<file path="src/rtl/fft_frame_sequencer_pkg.sv">
// Shared definitions for the 8-point FFT frame sequencer: state encoding,
// default frame geometry and the FFT pipeline latency.
package fft_frame_sequencer_pkg;

    localparam int N_PTS_DEF   = 8;
    localparam int IDX_W_DEF   = 3;
    localparam int FFT_LAT_DEF = 4;   // matches the eight_pt_fft pipeline depth
    localparam int CNT_W_DEF   = 16;

    typedef enum logic [1:0] {
        ST_IDLE    = 2'd0,
        ST_CAPTURE = 2'd1,
        ST_COMPUTE = 2'd2,
        ST_DRAIN   = 2'd3
    } seq_state_e;

    // Width of a down-counter that has to hold FFT_LAT-1.
    function automatic int lat_cnt_w(input int lat);
        return (lat > 1) ? $clog2(lat) : 1;
    endfunction

endpackage

</file>
<file path="src/rtl/fft_frame_sequencer_if.sv">
// Sample-side, FFT-side and bin-side signals of the frame sequencer.
// master = sequencer, slave = surrounding datapath / host.
interface fft_frame_sequencer_if
    import fft_frame_sequencer_pkg::*;
#(
    parameter int IDX_W = IDX_W_DEF,
    parameter int CNT_W = CNT_W_DEF
);

    logic             en;
    logic             in_valid;
    logic             in_ready;
    logic             cap_we;
    logic [IDX_W-1:0] cap_idx;
    logic             fft_start;
    logic             out_valid;
    logic             out_ready;
    logic [IDX_W-1:0] out_idx;
    logic             frame_done;
    logic             ovf;
    logic             ovf_clr;
    logic [CNT_W-1:0] frame_cnt;

    modport master (
        input  en, in_valid, out_ready, ovf_clr,
        output in_ready, cap_we, cap_idx, fft_start, out_valid, out_idx,
               frame_done, ovf, frame_cnt
    );

    modport slave (
        output en, in_valid, out_ready, ovf_clr,
        input  in_ready, cap_we, cap_idx, fft_start, out_valid, out_idx,
               frame_done, ovf, frame_cnt
    );

endinterface

</file>
<file path="src/rtl/fft_frame_sequencer_seq_down_counter.sv">
// Loadable down-counter that stops at zero; done is high while the count is zero.
module seq_down_counter #(
    parameter int W = 2
) (
    input  logic         clk,
    input  logic         rst,
    input  logic         load,
    input  logic [W-1:0] load_val,
    input  logic         dec,
    output logic         done
);

    logic [W-1:0] cnt;

    always_ff @(posedge clk or negedge rst) begin
        if (!rst) begin
            cnt <= '0;
        end else if (load) begin
            cnt <= load_val;
        end else if (dec && (cnt != '0)) begin
            cnt <= cnt - W'(1);
        end
    end

    assign done = (cnt == '0);

endmodule

</file>
<file path="src/rtl/fft_frame_sequencer.sv">
// Frame controller for capture -> FFT -> serialiser: gates sample capture,
// pulses fft_start, waits out the FFT latency and streams bins downstream.
module fft_frame_sequencer
    import fft_frame_sequencer_pkg::*;
#(
    parameter int N_PTS   = N_PTS_DEF,
    parameter int IDX_W   = IDX_W_DEF,
    parameter int FFT_LAT = FFT_LAT_DEF,
    parameter int CNT_W   = CNT_W_DEF
) (
    input  logic                   clk,
    input  logic                   rst,
    fft_frame_sequencer_if.master  bus
);

    localparam int               LAT_W    = lat_cnt_w(FFT_LAT);
    localparam logic [IDX_W-1:0] LAST_IDX = IDX_W'(N_PTS - 1);
    localparam logic [LAT_W-1:0] LAT_LOAD = LAT_W'(FFT_LAT - 1);

    seq_state_e       state;
    logic             in_ready_r;
    logic             fft_start_r;
    logic             out_valid_r;
    logic             frame_done_r;
    logic             ovf_r;
    logic [IDX_W-1:0] cap_idx_r;
    logic [IDX_W-1:0] out_idx_r;
    logic [CNT_W-1:0] frame_cnt_r;

    logic accept;
    logic last_accept;
    logic drain_hs;
    logic lat_done;

    assign accept      = bus.in_valid & in_ready_r;
    assign last_accept = accept & (cap_idx_r == LAST_IDX);
    assign drain_hs    = out_valid_r & bus.out_ready;

    // Loaded on the last accept so it reads FFT_LAT-1 in the fft_start cycle
    // and reaches zero in the final COMPUTE cycle.
    seq_down_counter #(
        .W (LAT_W)
    ) u_lat_cnt (
        .clk      (clk),
        .rst      (rst),
        .load     (last_accept),
        .load_val (LAT_LOAD),
        .dec      (state == ST_COMPUTE),
        .done     (lat_done)
    );

    always_ff @(posedge clk or negedge rst) begin
        if (!rst) begin
            state        <= ST_IDLE;
            in_ready_r   <= 1'b0;
            fft_start_r  <= 1'b0;
            out_valid_r  <= 1'b0;
            frame_done_r <= 1'b0;
            ovf_r        <= 1'b0;
            cap_idx_r    <= '0;
            out_idx_r    <= '0;
            frame_cnt_r  <= '0;
        end else begin
            fft_start_r  <= 1'b0;
            frame_done_r <= 1'b0;

            case (state)
                ST_IDLE: begin
                    if (bus.en) begin
                        state      <= ST_CAPTURE;
                        in_ready_r <= 1'b1;
                        cap_idx_r  <= '0;
                    end
                end

                ST_CAPTURE: begin
                    if (accept) begin
                        cap_idx_r <= cap_idx_r + IDX_W'(1);
                        if (cap_idx_r == LAST_IDX) begin
                            state       <= ST_COMPUTE;
                            in_ready_r  <= 1'b0;
                            fft_start_r <= 1'b1;
                        end
                    end
                end

                ST_COMPUTE: begin
                    if (lat_done) begin
                        state       <= ST_DRAIN;
                        out_valid_r <= 1'b1;
                        out_idx_r   <= '0;
                    end
                end

                ST_DRAIN: begin
                    if (drain_hs) begin
                        out_idx_r <= out_idx_r + IDX_W'(1);
                        if (out_idx_r == LAST_IDX) begin
                            out_valid_r  <= 1'b0;
                            frame_done_r <= 1'b1;
                            frame_cnt_r  <= frame_cnt_r + CNT_W'(1);
                            // en is only honoured here and in IDLE
                            if (bus.en) begin
                                state      <= ST_CAPTURE;
                                in_ready_r <= 1'b1;
                                cap_idx_r  <= '0;
                            end else begin
                                state <= ST_IDLE;
                            end
                        end
                    end
                end

                default: begin
                    state <= ST_IDLE;
                end
            endcase

            // A dropped sample outranks a same-cycle clear.
            if (bus.in_valid && !in_ready_r && (state != ST_IDLE)) begin
                ovf_r <= 1'b1;
            end else if (bus.ovf_clr) begin
                ovf_r <= 1'b0;
            end
        end
    end

    assign bus.in_ready   = in_ready_r;
    assign bus.cap_we     = accept;
    assign bus.cap_idx    = cap_idx_r;
    assign bus.fft_start  = fft_start_r;
    assign bus.out_valid  = out_valid_r;
    assign bus.out_idx    = out_idx_r;
    assign bus.frame_done = frame_done_r;
    assign bus.ovf        = ovf_r;
    assign bus.frame_cnt  = frame_cnt_r;

endmodule

</file>
<file path="src/flat_wrapper.sv">
// flat-port wrapper written by rule: the top's interface ports become plain ports
module fft_frame_sequencer_flat import fft_frame_sequencer_pkg::*;
#(
    parameter int N_PTS   = N_PTS_DEF,
    parameter int IDX_W   = IDX_W_DEF,
    parameter int FFT_LAT = FFT_LAT_DEF,
    parameter int CNT_W   = CNT_W_DEF
)
  (clk, rst, bus_en, bus_in_valid, bus_out_ready, bus_ovf_clr, bus_in_ready, bus_cap_we, bus_cap_idx, bus_fft_start, bus_out_valid, bus_out_idx, bus_frame_done, bus_ovf, bus_frame_cnt);
  fft_frame_sequencer_if #(.IDX_W(IDX_W), .CNT_W(CNT_W)) bus_i ();
  input  logic clk;
  input  logic rst;
  input wire logic [$bits(bus_i.en)-1:0] bus_en;
  input wire logic [$bits(bus_i.in_valid)-1:0] bus_in_valid;
  input wire logic [$bits(bus_i.out_ready)-1:0] bus_out_ready;
  input wire logic [$bits(bus_i.ovf_clr)-1:0] bus_ovf_clr;
  output wire logic [$bits(bus_i.in_ready)-1:0] bus_in_ready;
  output wire logic [$bits(bus_i.cap_we)-1:0] bus_cap_we;
  output wire logic [$bits(bus_i.cap_idx)-1:0] bus_cap_idx;
  output wire logic [$bits(bus_i.fft_start)-1:0] bus_fft_start;
  output wire logic [$bits(bus_i.out_valid)-1:0] bus_out_valid;
  output wire logic [$bits(bus_i.out_idx)-1:0] bus_out_idx;
  output wire logic [$bits(bus_i.frame_done)-1:0] bus_frame_done;
  output wire logic [$bits(bus_i.ovf)-1:0] bus_ovf;
  output wire logic [$bits(bus_i.frame_cnt)-1:0] bus_frame_cnt;
  assign bus_i.en = bus_en;
  assign bus_i.in_valid = bus_in_valid;
  assign bus_i.out_ready = bus_out_ready;
  assign bus_i.ovf_clr = bus_ovf_clr;
  assign bus_in_ready = bus_i.in_ready;
  assign bus_cap_we = bus_i.cap_we;
  assign bus_cap_idx = bus_i.cap_idx;
  assign bus_fft_start = bus_i.fft_start;
  assign bus_out_valid = bus_i.out_valid;
  assign bus_out_idx = bus_i.out_idx;
  assign bus_frame_done = bus_i.frame_done;
  assign bus_ovf = bus_i.ovf;
  assign bus_frame_cnt = bus_i.frame_cnt;
  fft_frame_sequencer #(.N_PTS(N_PTS), .IDX_W(IDX_W), .FFT_LAT(FFT_LAT), .CNT_W(CNT_W)) u_core (.clk(clk), .rst(rst), .bus(bus_i));
endmodule
</file>
<file path="config.mk">
export PLATFORM = sky130hd
export DESIGN_NAME = fft_frame_sequencer_flat
export DESIGN_NICKNAME = d
export VERILOG_FILES = /design/src/rtl/fft_frame_sequencer_pkg.sv /design/src/rtl/fft_frame_sequencer_if.sv /design/src/rtl/fft_frame_sequencer_seq_down_counter.sv /design/src/rtl/fft_frame_sequencer.sv /design/src/flat_wrapper.sv
export SDC_FILE = /design/constraint.sdc
export NUM_CORES = 1
export LEC_CHECK = 0
export BUFFER_PORTS_ARGS = -buffer_cell sky130_fd_sc_hd__buf_2
export CAP_MARGIN = 20
export CELL_PAD_IN_SITES_DETAIL_PLACEMENT = 1
export CELL_PAD_IN_SITES_GLOBAL_PLACEMENT = 1
export CORE_MARGIN = 2
export CORE_UTILIZATION = 34
export CTS_BUF_LIST = sky130_fd_sc_hd__clkbuf_4 sky130_fd_sc_hd__clkbuf_8 sky130_fd_sc_hd__clkbuf_16
export DETAILED_ROUTE_END_ITERATION = 16
export GPL_TIMING_DRIVEN = 0
export PLACE_DENSITY_LB_ADDON = 0.05
export REMOVE_ABC_BUFFERS = 1
export SYNTH_ARGS = -nofsm -noshare
export SYNTH_HDL_FRONTEND = slang
export SYNTH_SLANG_ARGS = --single-unit
</file>
<file path="constraint.sdc">
create_clock -name clk -period 1.6 [get_ports clk]
set_input_delay 0.24 -clock clk [delete_from_list [all_inputs] [get_ports clk]]
set_output_delay 0.24 -clock clk [all_outputs]
set_load 0.01 [all_outputs]
</file>
==> impl_metrics.sql <==
INSERT INTO impl_metrics (metric_group, metric, value, unit) VALUES
('run_status', 'status', 'finished, violations left', ''),
('run_status', 'violations', 'negative setup slack', ''),
('cells_and_area', 'areaGrowthSynthToFinish', '35.0', '%'),
('floorplan', 'cell_rows', '24', ''),
('pwr', 'fin_total_pwr', '3.18', 'mW'),
('yosys', 'synth_top_family_by_area', 'simple AND/OR/NAND/NOR gates', ''),
('route', 'drtPass1Iterations', '4', ''),
('yosys', 'compound_gate_portion_of_the_synthesized_area', '0.136', ''),
('place', 'place.gp.congestion', '0.750', ''),
('cells_and_area', 'area_of_all_placed_cells_without_fillers', '2130', 'um2'),
('cells_and_area', 'antenna_cells', '0', ''),
('yosys', 'yosys.area.top_type', 'sky130_fd_sc_hd__dfrtp_1', ''),
('yosys', 'synthSimpleGateAreaFrac', '0.143', ''),
('place', 'placedCellCount', '219', ''),
('floorplan', 'floorplan.initialDensity', '0.357', ''),
('place', 'hpwlAfterDp', '2660', 'um'),
('yosys', 'post_synth_mux_area_share', '0.0135', ''),
('critical_path', 'timing.critical_path.slowest_cell_delay', '0.40', 'ns'),
('timing', 'max_slew.worst_pin.slew', '0.702', 'ns'),
('yosys', 'synth_cell_types', '35', ''),
('min_path', 'holdCritPathClass', 'primary input to async pin', ''),
('timing', 'finalHoldViolCount', '0', ''),
('pwr', 'static_leakage', '1.07', 'nW'),
('critical_path', 'crit_path_top_delay_cell', 'sky130_fd_sc_hd__dfrtp_1', ''),
('route', 'via_per_inst', '5.07', ''),
('clock_tree', 'cts_root_buffer', 'sky130_fd_sc_hd__clkbuf_8', ''),
('critical_path', 'critical_path_arrival', '1.85', 'ns'),
('clock_tree', 'clkLatencyLatePin', '0.28', 'ns'),
('place', 'buffer_ports.inserted', '33', ''),
('clock_tree', 'cts-root-to-sink-buffers', '2', ''),
('critical_path', 'worst_ep_required_time', '1.76', 'ns'),
('route', 'routed_wirelength', '3790', 'um'),
('timing', 'finalHoldWorstSlack', '0.00397', 'ns'),
('pwr', 'irDropWorstVdd', '0.000895', 'V'),
('timing', 'min_period_over_period', '1.05', ''),
('cells_and_area', 'instances_no_fill', '244', ''),
('timing', 'timing.fmax', '594', 'MHz'),
('critical_path', 'critPathKind', 'flop to flop', ''),
('critical_path', 'start_kind', 'flop', ''),
('route', 'avg_wl_per_cell', '15.5', 'um'),
('global_routing', 'grt_antenna_before_repair', '0', ''),
('global_routing', 'grt_remaining_overflow', '0', ''),
('place', 'dp_slack', '-0.423', 'ns'),
('pwr', 'pwr_density_cell', '1500', 'nW/um2'),
('yosys', 'yosys_warnings', '0', ''),
('global_routing', 'vias_in_the_first_global_route', '1313', ''),
('yosys', 'ys_seq_area_frac', '0.492', ''),
('yosys', 'yosys-top-cells-area', 'sky130_fd_sc_hd__dfrtp_1 (49%), sky130_fd_sc_hd__ha_1 (9.5%), sky130_fd_sc_hd__xnor2_1 (7.2%), sky130_fd_sc_hd__nand2_1 (3.1%), sky130_fd_sc_hd__a22o_1 (2.8%)', ''),
('place', 'placedInstanceArea', '1790', 'um2'),
('yosys', 'syn_avg_cell_area', '11.6', 'um2'),
('timing', 'setup_total_negative_slack', '-0.484', 'ns'),
('clock_tree', 'clock_tree_from_tritoncts', 'yes', ''),
('clock_tree', 'htreeDepth', '2', ''),
('timing', 'fin_crit', '1.68', 'ns'),
('yosys', 'synth_seq_cells', '31', ''),
('floorplan', 'floorplan.die_area', '5200', 'um2'),
('clock_tree', 'clock-sinks', '31', ''),
('timing', 'setup_slack', '-0.0849', 'ns'),
('timing', 'final-max-slew-violation-count', '0', ''),
('clock_tree', 'cts.hold.buffers_added', '0', ''),
('yosys', 'yosys.area_share.xor_xnor', '0.0888', ''),
('cells_and_area', 'drive_gt1_frac', '0.443', ''),
('yosys', 'yosys.area_share.adder', '0.0952', ''),
('critical_path', 'crit_chain', 'ha_2, ha_4, nand4_4, clkinv_4, and4_4, nand4_1, xnor2_1', ''),
('route', 'post-route-drc-count', '0', ''),
('floorplan', 'io_pins', '34', ''),
('global_routing', 'grt_max_degree', '32', ''),
('timing', 'finalSetupViolCount', '13', ''),
('route', 'drt_iter0_markers', '27', ''),
('cells_and_area', 'util_after_layout', '0.482', ''),
('yosys', 'syn_inst', '136', '');
## power by group
group          switching, mW  internal, mW  leakage, nW
Clock                  0.292         0.339       0.0491
Sequential             0.147         0.926        0.410
Combinational          0.712         0.769        0.610
## final cells by class
cell class,count,area (um2)
multi-input combinational,94,861
fill,512,2280
clock buffer,7,83.8
inverter,9,41.3
sequential,31,777
timing repair buffer,50,297
tap,52,65.1
clock inverter,1,5.00
## sequential cells by signal, summed over array words and instances (netlist names), 2 cells and up
register	flops
u_core.u_lat_cnt.cnt	2
u_core.bus.cap_idx	3
u_core.bus.out_idx	3
u_core.bus.frame_cnt	16
u_core.state	2
## cells in the final DEF, fill, tap and decap left out, drive strengths merged, types with 2 or more instances in the layout
| cell | instances |
|---|---|
| and4 | 3 |
| ha | 12 |
| nand4 | 6 |
| a21oi | 5 |
| o21ai | 4 |
| nor2 | 2 |
| o211ai | 2 |
| inv | 8 |
| clkinv | 2 |
| nand3 | 6 |
| buf | 50 |
| a211oi | 2 |
| and3 | 3 |
| clkbuf | 7 |
| xor2 | 3 |
| nand2 | 13 |
| xnor2 | 13 |
| a32o | 2 |
| dfrtp | 31 |
| a22o | 5 |
## what timing repair did
item | in CTS | in global routing
setup buffers | 10 | 7
gates resized for setup | 26 | 3
endpoints found under the setup margin | 22 | 21
pin swaps | 10 | 5
## worst paths after layout
kind	from	slack [ns]	to	depth (start not counted)
setup / recovery	u_core.bus.out_idx[0]	-0.08	u_core.bus.frame_cnt[12]	7
setup reg to reg	u_core.bus.out_idx[0]	-0.08	u_core.bus.frame_cnt[12]	7
min in group clk	bus_ovf_clr	0.14	u_core.bus.ovf	2
max in group asynchronous	rst	1.10	u_core.state[0]	1
hold reg to reg	u_core.bus.frame_cnt[13]	0.50	u_core.bus.frame_cnt[13]	1
hold / removal	rst	0.004	u_core.bus.cap_idx[2]	1
## logic make-up (layout without fill, tap and decap cells)
| kind of cell | Yosys count | count (layout) |
|---|---|---|
| AOI/OAI and AO/OA | 27 | 27 |
| and+or+nand+nor | 37 | 37 |
| muxes | 2 | 2 |
| adders and majority gates | 12 | 12 |
| DFF | 31 | 31 |
| xor gates and xnor gates | 16 | 16 |
| buffers and inverters | 11 | 67 |
## layer usage
metal  vias up  part of all wire  track usage
li1        599                 -            -
met1       607              0.45        0.188
met2        24              0.49        0.271
met3         6             0.042       0.0431
met5         -                 0            0
met4         0             0.017       0.0671
## cells in the mapped netlist, drive strengths merged
| cell type | n |
|---|---|
| o21ai | 4 |
| a21boi | 1 |
| nand3 | 6 |
| nand2b | 1 |
| a22o | 5 |
| a211oi | 2 |
| xor2 | 3 |
| and3 | 3 |
| ha | 12 |
| nand4 | 6 |
| a21bo | 1 |
| clkinv | 1 |
| and2b | 1 |
| buf | 2 |
| nor4 | 1 |
| o211ai | 2 |
| a31o | 1 |
| a32oi | 1 |
| a32o | 2 |
| a221oi | 1 |
| mux2i | 1 |
| nor2 | 2 |
| dfrtp | 31 |
| mux2 | 1 |
| xnor2 | 13 |
| a21oi | 5 |
| inv | 8 |
| and4 | 3 |
| o32ai | 1 |
| o21a | 1 |
| nand2 | 13 |
| and2 | 1 |
## worst max-delay path: cells and delay by family (launching register included)
family        cells  cell delay (ns)
simple gates      3             0.55
flops             1             0.40
fa+ha+maj         2             0.39
xor+xnor          1             0.14
buf+inv           1             0.08
Note: power is estimated with default switching activity, not from simulation.
